### src/rtl/array_sequencer_if.sv
// rtl/array_sequencer_if.sv - host/buffer handshake bundle for the array run sequencer
interface array_sequencer_if #(
  parameter int CNT_W = 16,
  parameter int W_AW  = 8
);
  logic             i_start;
  logic             i_reuse_w;
  logic [CNT_W-1:0] i_vec_count;
  logic             i_abort;
  logic             o_busy;
  logic             o_done;
  logic             o_through;
  logic             o_w_rd_en;
  logic [W_AW-1:0]  o_w_rd_addr;
  logic             o_x_rd_en;
  logic [CNT_W-1:0] o_x_rd_addr;
  logic             o_out_valid;
  logic [CNT_W-1:0] o_out_addr;

  modport master (
    output i_start, i_reuse_w, i_vec_count, i_abort,
    input  o_busy, o_done, o_through, o_w_rd_en, o_w_rd_addr,
           o_x_rd_en, o_x_rd_addr, o_out_valid, o_out_addr
  );

  modport slave (
    input  i_start, i_reuse_w, i_vec_count, i_abort,
    output o_busy, o_done, o_through, o_w_rd_en, o_w_rd_addr,
           o_x_rd_en, o_x_rd_addr, o_out_valid, o_out_addr
  );
endinterface

### src/rtl/array_sequencer.sv
// rtl/array_sequencer.sv - run controller for the systolic PE array (weight load, feed, result flagging)
module array_sequencer #(
  parameter int ROW_NUMBER    = 256,
  parameter int COLUMN_NUMBER = 256,
  parameter int CNT_W         = 16,
  parameter int ARRAY_LATENCY = ROW_NUMBER + COLUMN_NUMBER - 1,
  parameter int W_AW          = $clog2(ROW_NUMBER)
) (
  input  logic              clk,
  input  logic              rst_n,
  array_sequencer_if.slave  bus
);

  // One extra bit so latency + vec_count never wraps at the maximum count.
  localparam int              CW    = CNT_W + 1;
  localparam logic [CW-1:0]   LAT   = CW'(ARRAY_LATENCY);
  localparam logic [W_AW-1:0] W_TOP = W_AW'(ROW_NUMBER - 1);

  typedef enum logic [1:0] {
    IDLE,
    LOAD_W,
    RUN,
    DONE
  } state_t;

  state_t           r_state;
  logic [CW-1:0]    r_cnt;
  logic [CNT_W-1:0] r_vec;
  logic [W_AW-1:0]  r_w_addr;
  logic             r_busy;
  logic             r_done;
  logic             r_through;
  logic             r_w_rd_en;
  logic             r_x_rd_en;
  logic [CNT_W-1:0] r_x_rd_addr;
  logic             r_out_valid;
  logic [CNT_W-1:0] r_out_addr;

  logic             w_start_ok;
  logic [CW-1:0]    w_vec;
  logic [CW-1:0]    w_cnt;
  logic [CW-1:0]    w_end;
  logic             w_last;
  logic             w_run_next;
  logic             w_x_en;
  logic             w_ov;
  logic [CNT_W-1:0] w_oaddr;

  // w_cnt is the RUN count of the cycle being registered, so the feed and
  // result strobes line up with the count they describe.
  always_comb begin
    w_start_ok = bus.i_start && (bus.i_vec_count != '0);
    w_vec      = (r_state == IDLE) ? {1'b0, bus.i_vec_count} : {1'b0, r_vec};
    w_cnt      = (r_state == RUN) ? (r_cnt + CW'(1)) : '0;
    w_end      = LAT + {1'b0, r_vec} - CW'(1);
    w_last     = (r_state == RUN) && (r_cnt == w_end);
    w_run_next = 1'b0;
    if (!bus.i_abort) begin
      case (r_state)
        IDLE:    w_run_next = w_start_ok && bus.i_reuse_w;
        LOAD_W:  w_run_next = (r_w_addr == '0);
        RUN:     w_run_next = !w_last;
        default: w_run_next = 1'b0;
      endcase
    end
    w_x_en  = (w_cnt < w_vec);
    w_ov    = (w_cnt >= LAT) && (w_cnt < (LAT + w_vec));
    w_oaddr = CNT_W'(w_cnt - LAT);
  end

  always_ff @(posedge clk or negedge rst_n) begin
    if (!rst_n) begin
      r_state     <= IDLE;
      r_cnt       <= '0;
      r_vec       <= '0;
      r_w_addr    <= '0;
      r_busy      <= 1'b0;
      r_done      <= 1'b0;
      r_through   <= 1'b0;
      r_w_rd_en   <= 1'b0;
      r_x_rd_en   <= 1'b0;
      r_x_rd_addr <= '0;
      r_out_valid <= 1'b0;
      r_out_addr  <= '0;
    end else begin
      r_done <= 1'b0;
      if (bus.i_abort) begin
        r_state   <= IDLE;
        r_busy    <= 1'b0;
        r_through <= 1'b0;
        r_w_rd_en <= 1'b0;
        r_w_addr  <= '0;
      end else begin
        case (r_state)
          IDLE: begin
            if (w_start_ok) begin
              r_vec  <= bus.i_vec_count;
              r_busy <= 1'b1;
              if (bus.i_reuse_w) begin
                r_state <= RUN;
              end else begin
                r_state   <= LOAD_W;
                r_through <= 1'b1;
                r_w_rd_en <= 1'b1;
                r_w_addr  <= W_TOP;
              end
            end
          end
          // Rows go out top-down so row 0 lands in the top PE row.
          LOAD_W: begin
            if (r_w_addr == '0) begin
              r_state   <= RUN;
              r_through <= 1'b0;
              r_w_rd_en <= 1'b0;
            end else begin
              r_w_addr <= r_w_addr - 1'b1;
            end
          end
          RUN: begin
            if (w_last) begin
              r_state <= DONE;
              r_busy  <= 1'b0;
              r_done  <= 1'b1;
            end
          end
          DONE:    r_state <= IDLE;
          default: r_state <= IDLE;
        endcase
      end
      r_cnt       <= w_run_next ? w_cnt : '0;
      r_x_rd_en   <= w_run_next && w_x_en;
      r_x_rd_addr <= (w_run_next && w_x_en) ? w_cnt[CNT_W-1:0] : '0;
      r_out_valid <= w_run_next && w_ov;
      r_out_addr  <= (w_run_next && w_ov) ? w_oaddr : '0;
    end
  end

  assign bus.o_busy      = r_busy;
  assign bus.o_done      = r_done;
  assign bus.o_through   = r_through;
  assign bus.o_w_rd_en   = r_w_rd_en;
  assign bus.o_w_rd_addr = r_w_addr;
  assign bus.o_x_rd_en   = r_x_rd_en;
  assign bus.o_x_rd_addr = r_x_rd_addr;
  assign bus.o_out_valid = r_out_valid;
  assign bus.o_out_addr  = r_out_addr;

endmodule

### src/flat_wrapper.sv
// flat-port wrapper written by rule: the top's interface ports become plain ports
module array_sequencer_flat 
#(
  parameter int ROW_NUMBER    = 256,
  parameter int COLUMN_NUMBER = 256,
  parameter int CNT_W         = 16,
  parameter int ARRAY_LATENCY = ROW_NUMBER + COLUMN_NUMBER - 1,
  parameter int W_AW          = $clog2(ROW_NUMBER)
)
  (clk, rst_n, bus_i_start, bus_i_reuse_w, bus_i_vec_count, bus_i_abort, bus_o_busy, bus_o_done, bus_o_through, bus_o_w_rd_en, bus_o_w_rd_addr, bus_o_x_rd_en, bus_o_x_rd_addr, bus_o_out_valid, bus_o_out_addr);
  array_sequencer_if #(.CNT_W(CNT_W), .W_AW(W_AW)) bus_i ();
  input  logic clk;
  input  logic rst_n;
  input wire logic [$bits(bus_i.i_start)-1:0] bus_i_start;
  input wire logic [$bits(bus_i.i_reuse_w)-1:0] bus_i_reuse_w;
  input wire logic [$bits(bus_i.i_vec_count)-1:0] bus_i_vec_count;
  input wire logic [$bits(bus_i.i_abort)-1:0] bus_i_abort;
  output wire logic [$bits(bus_i.o_busy)-1:0] bus_o_busy;
  output wire logic [$bits(bus_i.o_done)-1:0] bus_o_done;
  output wire logic [$bits(bus_i.o_through)-1:0] bus_o_through;
  output wire logic [$bits(bus_i.o_w_rd_en)-1:0] bus_o_w_rd_en;
  output wire logic [$bits(bus_i.o_w_rd_addr)-1:0] bus_o_w_rd_addr;
  output wire logic [$bits(bus_i.o_x_rd_en)-1:0] bus_o_x_rd_en;
  output wire logic [$bits(bus_i.o_x_rd_addr)-1:0] bus_o_x_rd_addr;
  output wire logic [$bits(bus_i.o_out_valid)-1:0] bus_o_out_valid;
  output wire logic [$bits(bus_i.o_out_addr)-1:0] bus_o_out_addr;
  assign bus_i.i_start = bus_i_start;
  assign bus_i.i_reuse_w = bus_i_reuse_w;
  assign bus_i.i_vec_count = bus_i_vec_count;
  assign bus_i.i_abort = bus_i_abort;
  assign bus_o_busy = bus_i.o_busy;
  assign bus_o_done = bus_i.o_done;
  assign bus_o_through = bus_i.o_through;
  assign bus_o_w_rd_en = bus_i.o_w_rd_en;
  assign bus_o_w_rd_addr = bus_i.o_w_rd_addr;
  assign bus_o_x_rd_en = bus_i.o_x_rd_en;
  assign bus_o_x_rd_addr = bus_i.o_x_rd_addr;
  assign bus_o_out_valid = bus_i.o_out_valid;
  assign bus_o_out_addr = bus_i.o_out_addr;
  array_sequencer #(.ROW_NUMBER(ROW_NUMBER), .COLUMN_NUMBER(COLUMN_NUMBER), .CNT_W(CNT_W), .ARRAY_LATENCY(ARRAY_LATENCY), .W_AW(W_AW)) u_core (.clk(clk), .rst_n(rst_n), .bus(bus_i));
endmodule
### config.mk
export PLATFORM = sky130hd
export DESIGN_NAME = array_sequencer_flat
export DESIGN_NICKNAME = d
export VERILOG_FILES = /design/src/rtl/array_sequencer_if.sv /design/src/rtl/array_sequencer.sv /design/src/flat_wrapper.sv
export SDC_FILE = /design/constraint.sdc
export NUM_CORES = 1
export LEC_CHECK = 0
export CORE_ASPECT_RATIO = 1.1
export CORE_MARGIN = 2
export CORE_UTILIZATION = 50
export DETAILED_ROUTE_END_ITERATION = 12
export PLACE_DENSITY_LB_ADDON = 0.15
export SLEW_MARGIN = 30
export SYNTH_ARGS = -nofsm -noshare
export SYNTH_HDL_FRONTEND = slang
export SYNTH_SLANG_ARGS = --single-unit
### constraint.sdc
create_clock -name clk -period 6.8 [get_ports clk]
set_input_delay 2.04 -clock clk [delete_from_list [all_inputs] [get_ports clk]]
set_output_delay 2.04 -clock clk [all_outputs]
set_load 0.02 [all_outputs]
==> impl_metrics.tcl, run 1 <==
set metrics [dict create \
    status "finished clean" \
    synth_most_common_cell "dfrtp_1" \
    p_leak_nw 2.94 \
    nNetsFinal 738 \
    drive_above_1_share_pct 8.65 \
    start_util_pct 50.9 \
    fin_crit_ns 5.39 \
    relSlewSlack_pct 47.7 \
    synth_top_area_cell "dfrtp_1" \
    clock_latency_ns 0.34 \
    cts.path.max_buffers 2 \
    drc_errors 0 \
    die-area_sq_um 12500 \
    synth_edf_count 0 \
    grt_usage_pct 24.7 \
    netlist_area_sq_um 5820 \
    fin_crit_sh_pct 79.3 \
    first_pass_iters 5 \
    wl_per_cell_um 17.8 \
    vdd_drop_max_uv 153 \
    critPathMaxFanout 17 \
    worstSetupStartpointType "primary input" \
    tightest_slew_ns 0.783 \
    io_buffers 66 \
    hold_path_end "u_core.bus.o_w_rd_addr[6]" \
    vias 4866 \
    crit_path_end_kind "flop" \
    path_class "in2reg" \
    met2_wirelength_um 7020 \
    postSynthAreaPerCell_sq_um 9.24 \
    worstHoldPathCells 1 \
    cp.required_ns 7.05 \
    cts_setup_buffers 0 \
    final_util_pct 60.1 \
    synth_seq_cells 80 \
    synth_top_cell_area_share_pct 34.4 \
    synth_area_leaders "dfrtp_1, ha_1, xnor2_1, nor3_1, mux2i_1" \
    syn2layout_area_growth_pct 18.0 \
    synth_nets 691 \
    cts_tree "done" \
    num_io_pins 67 \
    drt_wl_total_um 14800 \
    grt_pass1_vias 4631 \
    max_freq_mhz 185 \
    diodes 0 \
    min_from "u_core.bus.o_w_rd_addr[6]" \
    highest_layer "met4" \
    gp_congestion 0.894 \
    seq_area_frac_synth_pct 34.4 \
    reg2reg_to "u_core.bus.o_out_addr[5]" \
    hold_viol_final 0 \
    grt_max_degree 81 \
    final-seq-area_sq_um 2000 \
    route.met3.wl_um 706 \
    place.detailed.hpwl_um 11100 \
    grt_pass1_wl_um 24200 \
    hold_path_class "reg2reg" \
    crit_slowest_cell "clkdlybuf4s50_1" \
    drtIter0Drc 236 \
    yosysWarnings 0 \
    yosysUniqueCellTypes 72 \
    slew_viol_final 0 \
    ctsHoldBuffers 0 \
    post_cts_resized 0 \
    ys.flop_type "dfrtp_1" \
    drv_cap 0 \
    dp_slack_ns 1.09 \
    setup_tns_ns 0 \
    fp.dieH_um 117 \
    dpl_cell_area_sq_um 6520 \
    root_buffer "clkbuf_16" \
    skew_ns 0.0124 \
    wl_met1_um 6680 \
    multi_input_area_sq_um 3530 \
    path_cells "clkdlybuf4s50_1 -> mux2i_1 -> ha_1 -> o2111ai_1 -> nor2_1 -> a21oi_1 -> xor2_1 -> ha_1 -> a21o_1 -> a21o_1 -> a21oi_1 -> nor2_1 -> a211oi_1 -> o311ai_4 -> nor3_1" \
    viasPerCell 5.85 \
    h-tree-depth 3 \
    rr_startpoint "u_core.r_state[0]" \
    grt_overflow 0 \
    pwr_density_cell_nw_per_um2 319 \
    grt_setup_unrepaired "no" \
    path_clk_slew_ns 0.07 \
    clock-sinks 80 \
    max_stage_delay_ns 0.47 \
    ys_top_cells_by_count "dfrtp_1, nand2_1, nor2_1, nor3_1, ha_1" \
    worst_slack_ns 1.41 \
    final_cell_area_sq_um 6870 \
    antenna_found_initial 0 \
    nFillCells 998 \
    setup_viol 0 \
    reg2reg_depth 11 \
    cts_made_buffers 9 \
    fp.coreArea_sq_um 11400 \
    syn-instance-count 630 \
    rows 41 \
    async_reset_ff_share_pct 100 \
    die_w_um 107 \
    whs_ns 0.551 \
    ff2ff_setup_slack_ns 2.32 \
    crit_arrival_ns 5.64 \
    ant_nets 0 \
]
## worst max-delay path, delay by kind of cell
family | cells | cell delay, ns
AOI/OAI and AO/OA | 7 | 1.49
adders and majority gates | 2 | 0.58
and+or+nand+nor | 3 | 0.57
buffers and inverters | 1 | 0.47
muxes | 1 | 0.30
xor gates and xnor gates | 1 | 0.18
## state kept, by name (all words and copies together), names as in the netlist
register / count
u_core.bus.o_out_valid: 1
u_core.bus.o_w_rd_en: 1
u_core.bus.o_w_rd_addr: 8
u_core.r_vec: 16
u_core.bus.o_out_addr: 16
u_core.bus.o_x_rd_en: 1
u_core.bus.o_busy: 1
u_core.r_state: 2
u_core.bus.o_done: 1
u_core.r_cnt: 17
u_core.bus.o_x_rd_addr: 16
## cells in the final DEF (no fill, tap or decap), types with 3 or more instances in the layout
master           count
o21ai_0             17
a21o_1              11
clkdlybuf4s50_1     65
nand2_1             51
nor2b_1             12
dfrtp_1             80
bufinv_16            3
a211oi_1             9
or3_1                4
o21a_1               3
nor3b_1              3
o22a_1               6
a31oi_1             10
nor3_1              48
mux2i_1             20
nand4_1              9
a21oi_2              3
and3_1               3
nand3_1             20
nor4_1              11
nand2b_1            11
xor2_1              22
mux2_2              14
ha_1                40
clkbuf_16            9
and2_1               3
xnor2_1             35
nor2_1              49
a21oi_1             22
buf_4                5
inv_1               25
o2111ai_1            4
nor4b_1              4
## metal layers
layer | GRT usage (%) | up-vias
li1 | - | 2363
met1 | 32.9 | 2331
met3 | 4.04 | 23
met5 | 0 | -
met4 | 8.66 | 0
met2 | 41.3 | 149
## how the worst max path moves through the flow
| stage | from | endpoint | slack (ns) | depth (start not counted) |
|---|---|---|---|---|
| floorplan | bus_i_vec_count[0] | u_core.bus.o_out_addr[10] | 1.97 | 15 |
| global placement | bus_i_vec_count[1] | u_core.bus.o_out_addr[15] | 1.25 | 15 |
| detailed placement | bus_i_vec_count[1] | u_core.bus.o_out_addr[5] | 1.09 | 15 |
| CTS | bus_i_vec_count[1] | u_core.bus.o_out_addr[5] | 1.43 | 15 |
| global route | bus_i_vec_count[1] | u_core.bus.o_out_addr[5] | 1.14 | 15 |
| finish | bus_i_vec_count[1] | u_core.bus.o_out_addr[5] | 1.41 | 15 |
## layout make-up
class	instances	area share (%)
clock buffers	10	3.33
clock inverters	6	1.69
inverters	25	1.37
multi-input cells	489	51.4
flip-flops and latches	80	29.1
well taps	150	2.73
repair buffers	72	10.3
## cell families (layout without fill, tap and decap cells)
family                     count (synthesis)  after routing  share of synthesized area, %
muxes                                     34             34                          6.15
xor gates and xnor gates                  58             58                          8.85
DFF                                       80             80                          34.4
adders and majority gates                 40             40                          8.59
and+or+nand+nor                          243            243                          22.0
AOI/OAI and AO/OA                        114            114                          14.9
buffers and inverters                     61            113                          5.16
## per-stage QoR
stage               total power [mW]  std cells
finish                          2.19        832
global route                    2.34        832
detailed placement              1.62        816
global placement                1.60        815
CTS                             2.19        832
floorplan                       1.38        630
## power breakdown
part / total (mW) / internal (mW) / switching, mW
logic: 0.950 / 0.413 / 0.536
clock network: 0.563 / 0.362 / 0.202
registers: 0.678 / 0.548 / 0.130
Power figures use the tool's default switching activity.
==> run 2: changes to the inputs <==
==> constraint.sdc (replaced) <==
create_clock -name clk -period 4.8 [get_ports clk]
set_input_delay 1.44 -clock clk [delete_from_list [all_inputs] [get_ports clk]]
set_output_delay 1.44 -clock clk [all_outputs]
set_load 0.02 [all_outputs]
==> run 2 against run 1 <==
  * Cell count rose by 1.7%
  * Design area is 0.15% higher
  * Combinational power grew 47%
  * Via count up 1.0%
  * Sequential share of layout area about the same
  * Worst setup slack lost 1.1 ns
  * Clock skew fell by 0.0051 ns
  * Non-clock buffer count is 17 higher
  * First-iteration DRC count up 10%
  * Die area did not move
  * Critical path type unchanged
  * Largest cell class unchanged
  * Largest power group unchanged
==> impl_metrics.tcl, run 2 (synthesis gave the netlist of run 1 again) <==
set metrics [dict create \
    largest_register_ffs 17 \
    path_cells "clkdlybuf4s50_1 -> mux2i_1 -> ha_1 -> o2111ai_1 -> nor2_1 -> a21oi_1 -> nand2b_1 -> nor2_1 -> xor2_1 -> ha_1 -> a21o_1 -> a21o_1 -> a211oi_1 -> buf_4 -> o311ai_4 -> nor3_1" \
    h-tree-depth 3 \
    fin_crit_sh_pct 93.2 \
    die_w_um 107 \
    hold_path_class "reg2reg" \
    max_stage_delay_ns 0.50 \
    setup_tns_ns 0 \
    clkPwrFrac_pct 20.2 \
    final_cell_mix "dfrtp_1, clkdlybuf4s50_1, nand2_1" \
    drive_above_1_share_pct 10.2 \
    fp.coreArea_sq_um 11400 \
    post_cts_resized 0 \
    root_buffer "clkbuf_16" \
    path_class "in2reg" \
    cp.required_ns 5.05 \
    vdd_drop_max_uv 257 \
    grt_overflow 0 \
    syn2layout_area_growth_pct 18.2 \
    whs_ns 0.555 \
    grt_max_degree 81 \
    grt_pass1_vias 4751 \
    power_switching_share_pct 41.2 \
    max_freq_mhz 224 \
    place.detailed.hpwl_um 11100 \
    path_clk_slew_ns 0.06 \
    cts_made_buffers 9 \
    tightest_slew_ns 0.724 \
    diodes 0 \
    cts.path.max_buffers 2 \
    start_util_pct 50.9 \
    skew_ns 0.00731 \
    slew_viol_final 0 \
    status "finished clean" \
    num_io_pins 67 \
    nNetsFinal 755 \
    drc_errors 0 \
    ctsHoldBuffers 0 \
    rows 41 \
    drv_cap 0 \
    grt_pass1_wl_um 24200 \
    comb_power_share_pct 47.4 \
    largest-register "u_core.r_cnt" \
    grt_usage_pct 24.9 \
    cts_tree "done" \
    grt_setup_unrepaired "no" \
    critPathMaxFanout 17 \
    die-area_sq_um 12500 \
    drt_wl_total_um 14700 \
    pwr_density_cell_nw_per_um2 428 \
    hold_viol_final 0 \
    fin_crit_ns 4.47 \
    cts_setup_buffers 0 \
    worstSetupStartpointType "primary input" \
    seq_power_share_pct 32.5 \
    first_pass_iters 5 \
    crit_slowest_cell "clkdlybuf4s50_1" \
    crit_arrival_ns 4.72 \
    crit_path_end_kind "flop" \
    clock-sinks 80 \
    clock_latency_ns 0.34 \
    power_switching_mw 1.21 \
    final_common_cell "dfrtp_1" \
    setup_viol 0 \
    ant_nets 0 \
    dp_slack_ns 0.0181 \
    crit_family "compound AO/OA/AOI/OAI gates" \
    viasPerCell 5.81 \
    wl_per_cell_um 17.3 \
    antenna_found_initial 0 \
    fp.dieH_um 117 \
    path_buf_inv 2 \
    io_buffers 66 \
    drtIter0Drc 260 \
    gp_congestion 0.898 \
    p_leak_nw 2.97 \
    power.internal_mw 1.73 \
    vias 4917 \
    final_util_pct 60.2 \
    worst_slack_ns 0.329 \
    relSlewSlack_pct 51.7 \
]
[run 2: area by class of cell]
type                            instances  area, sq um
Multi-Input combinational cell        489         3520
Timing Repair Buffer                   89          835
Inverter                               25         93.8
Clock buffer                           11          233
Fill cell                            1009         4560
Sequential cell                        80         2000
Clock inverter                          2         10.0
Tap cell                              150          188
[run 2: worst paths after layout]
check                      depth (start not counted)  slack [ns]                   endpoint                 startpoint
min in group asynchronous                          1        1.13  u_core.bus.o_x_rd_addr[4]                      rst_n
setup reg to reg                                  17        0.59   u_core.bus.o_out_addr[4]          u_core.r_state[1]
hold / removal                                     1        0.55  u_core.bus.o_w_rd_addr[6]  u_core.bus.o_w_rd_addr[6]
hold reg to reg                                    1        0.55  u_core.bus.o_w_rd_addr[6]  u_core.bus.o_w_rd_addr[6]
max in group asynchronous                          1        3.17            u_core.r_vec[2]                      rst_n
setup / recovery                                  16        0.33   u_core.bus.o_out_addr[4]         bus_i_vec_count[0]
[run 2: power by group through the flow]
stage	combinational, mW	sequential, mW	clock (mW)
after floorplan	1.04	0.921	0
after global placement	1.33	0.961	0
after detailed placement	1.38	0.967	0
after CTS	1.39	0.954	0.602
after global routing	1.54	0.975	0.631
final	1.40	0.957	0.594
[run 2: routing by layer]
| layer | global-route usage [%] | up-vias | part of all wire (%) |
|---|---|---|---|
| met4 | 11.8 | 0 | 4.0 |
| met5 | 0 | - | 0 |
| met3 | 2.99 | 35 | 4.1 |
| met1 | 32.7 | 2357 | 45 |
| li1 | - | 2385 | - |
| met2 | 41.5 | 140 | 47 |
[run 2: metrics by stage]
step                      power (mW)  cells  area [sq um]
after floorplan                 1.96    630          5820
after global placement          2.29    833          6640
after detailed placement        2.34    833          6640
after CTS                       2.94    846          6880
after global routing            3.15    846          6880
final                           2.95    846          6880
==> run 3: changes to the inputs <==
--- a/config.mk
+++ b/config.mk
@@ -6,7 +6,7 @@
 export NUM_CORES = 1
 export LEC_CHECK = 0
 export CORE_ASPECT_RATIO = 1.1
-export CORE_MARGIN = 2
+export CORE_MARGIN = 3
 export CORE_UTILIZATION = 50
 export DETAILED_ROUTE_END_ITERATION = 12
 export PLACE_DENSITY_LB_ADDON = 0.15
==> run 3 against run 2 <==
  * Design area up 1.7%
  * Non-clock buffer count up 3
  * Core utilization up 2.6 points
  * Sequential power up 0.6%
  * First-iteration DRC count down 0.77%
  * Combinational power about the same
  * Highest routed layer unchanged
  * Register-to-register slack worse by 0.08 ns
==> impl_metrics.tcl, run 3 (synthesis gave the netlist of run 1 again) <==
set metrics [dict create \
    status "finished clean" \
    rows 40 \
    ant_nets 0 \
    num_io_pins 67 \
    setup_viol 0 \
    die-area_sq_um 13000 \
    met2_usage_pct 38.0 \
    post_cts_resized 0 \
    path_cells "clkdlybuf4s50_1 -> mux2i_1 -> ha_1 -> o2111ai_1 -> nor2_1 -> a21oi_1 -> xor2_1 -> ha_1 -> a21o_1 -> a21o_1 -> a21oi_1 -> nor2_1 -> a211oi_1 -> buf_4 -> o311ai_4 -> nor3_1" \
    crit_arrival_ns 4.79 \
    place_inst 832 \
    largest-register "u_core.r_cnt" \
    whs_ns 0.561 \
    drc_errors 0 \
    ctsHoldBuffers 0 \
    place.detailed.hpwl_um 11500 \
    grt_overflow 0 \
    h-tree-depth 3 \
    final_util_pct 62.7 \
    grt_util_met1_pct 32.6 \
    final_cell_mix "dfrtp_1, clkdlybuf4s50_1, nand2_1" \
    max_stage_delay_ns 0.45 \
    dpl_cell_area_sq_um 6670 \
    clock_latency_ns 0.33 \
    final_cell_area_sq_um 7000 \
    fp.dieH_um 119 \
    gp_congestion 0.930 \
    drt_wl_total_um 14800 \
    fin_crit_sh_pct 94.7 \
    cp.required_ns 5.04 \
    nFillCells 963 \
    skew_ns 0.00649 \
    clock-sinks 80 \
    worstSetupStartpointType "primary input" \
    reg2reg_depth 17 \
    die_w_um 109 \
    cts.path.max_buffers 2 \
    crit_path_end_kind "flop" \
    crit_slowest_cell "clkdlybuf4s50_1" \
    drive_above_1_share_pct 11.0 \
    busiest_layer "met2" \
    vdd_drop_max_uv 259 \
    grt_use_met3_pct 2.82 \
    largest_register_ffs 17 \
    start_util_pct 52.2 \
    diodes 0 \
    first_pass_iters 5 \
    critPathMaxFanout 17 \
    slew_viol_final 0 \
    cts_made_buffers 9 \
    tightest_slew_ns 0.734 \
    fin_crit_ns 4.54 \
    worstHoldPathCells 1 \
    hold_path_class "reg2reg" \
    power.total_mw 3.11 \
    path_clk_slew_ns 0.06 \
    grt_setup_unrepaired "yes" \
    max_freq_mhz 220 \
    worstSetupStartpoint "bus_i_vec_count[0]" \
    fp.coreArea_sq_um 11200 \
    final_common_cell "dfrtp_1" \
    drtIter0Drc 258 \
    io_buffers 66 \
    rr_startpoint "u_core.r_state[0]" \
    viasPerCell 5.88 \
    nNetsFinal 758 \
    cts_setup_buffers 0 \
    root_buffer "clkbuf_16" \
    vias 4987 \
    pwr_density_cell_nw_per_um2 444 \
    cts_tree "done" \
    min_from "u_core.bus.o_w_rd_addr[7]" \
    p_leak_nw 3.03 \
    hold_viol_final 0 \
    grt_pass1_vias 4781 \
    wl_per_cell_um 17.5 \
    antenna_found_initial 0 \
    path_class "in2reg" \
    relSlewSlack_pct 50.9 \
    instances_no_fill 848 \
    drv_cap 0 \
    syn2layout_area_growth_pct 20.2 \
    grt_usage_pct 23.8 \
    grt_max_degree 52 \
    grt_pass1_wl_um 24400 \
]
## run 3: report_power, final
group | internal (mW) | total [mW] | leakage (nW) | switching, mW
clock | 0.480 | 0.736 | 0.159 | 0.256
sequential | 0.778 | 0.963 | 1.06 | 0.185
combinational | 0.630 | 1.41 | 1.81 | 0.779
## run 3: critical path, delay by kind of cell
| family | cells | cell delay (ns) |
|---|---|---|
| AOI/OAI and AO/OA | 7 | 1.24 |
| xor gates and xnor gates | 1 | 0.19 |
| muxes | 1 | 0.22 |
| and+or+nand+nor | 3 | 0.52 |
| adders and majority gates | 2 | 0.56 |
| buffers and inverters | 2 | 0.60 |
## run 3: metrics by stage
step	setup slack (ns)	TNS [ns]
detailed placement	-0.0459	-0.432
global placement	0.0830	0
global route	-0.0143	-0.0224
finish	0.255	0
CTS	0.296	0
floorplan	0.566	0
## run 3: final cells by class
class,count,area (sq um),share of cell area [%]
Clock buffer,12,256,3.66
Timing Repair Buffer,92,877,12.5
Tap cell,147,184,2.63
Sequential cell,80,2000,28.6
Clock inverter,3,65.1,0.930
Inverter,25,93.8,1.34
Multi-Input combinational cell,489,3520,50.3
## run 3: path summary, 6_finish.rpt
| kind | to | slack, ns |
|---|---|---|
| max reg2reg | u_core.bus.o_out_addr[7] | 0.51 |
| max | u_core.bus.o_out_addr[7] | 0.26 |
| min | u_core.bus.o_w_rd_addr[7] | 0.56 |
| min reg2reg | u_core.bus.o_w_rd_addr[7] | 0.56 |
| min in group asynchronous | u_core.bus.o_x_rd_addr[4] | 1.05 |
| max in group asynchronous | u_core.r_cnt[4] | 3.16 |
## run 3: metal layers
metal,share of wire (%),routed length (um)
met3,5.8,854
met4,3.2,478
met5,0,0
met1,43,6440
met2,48,7060
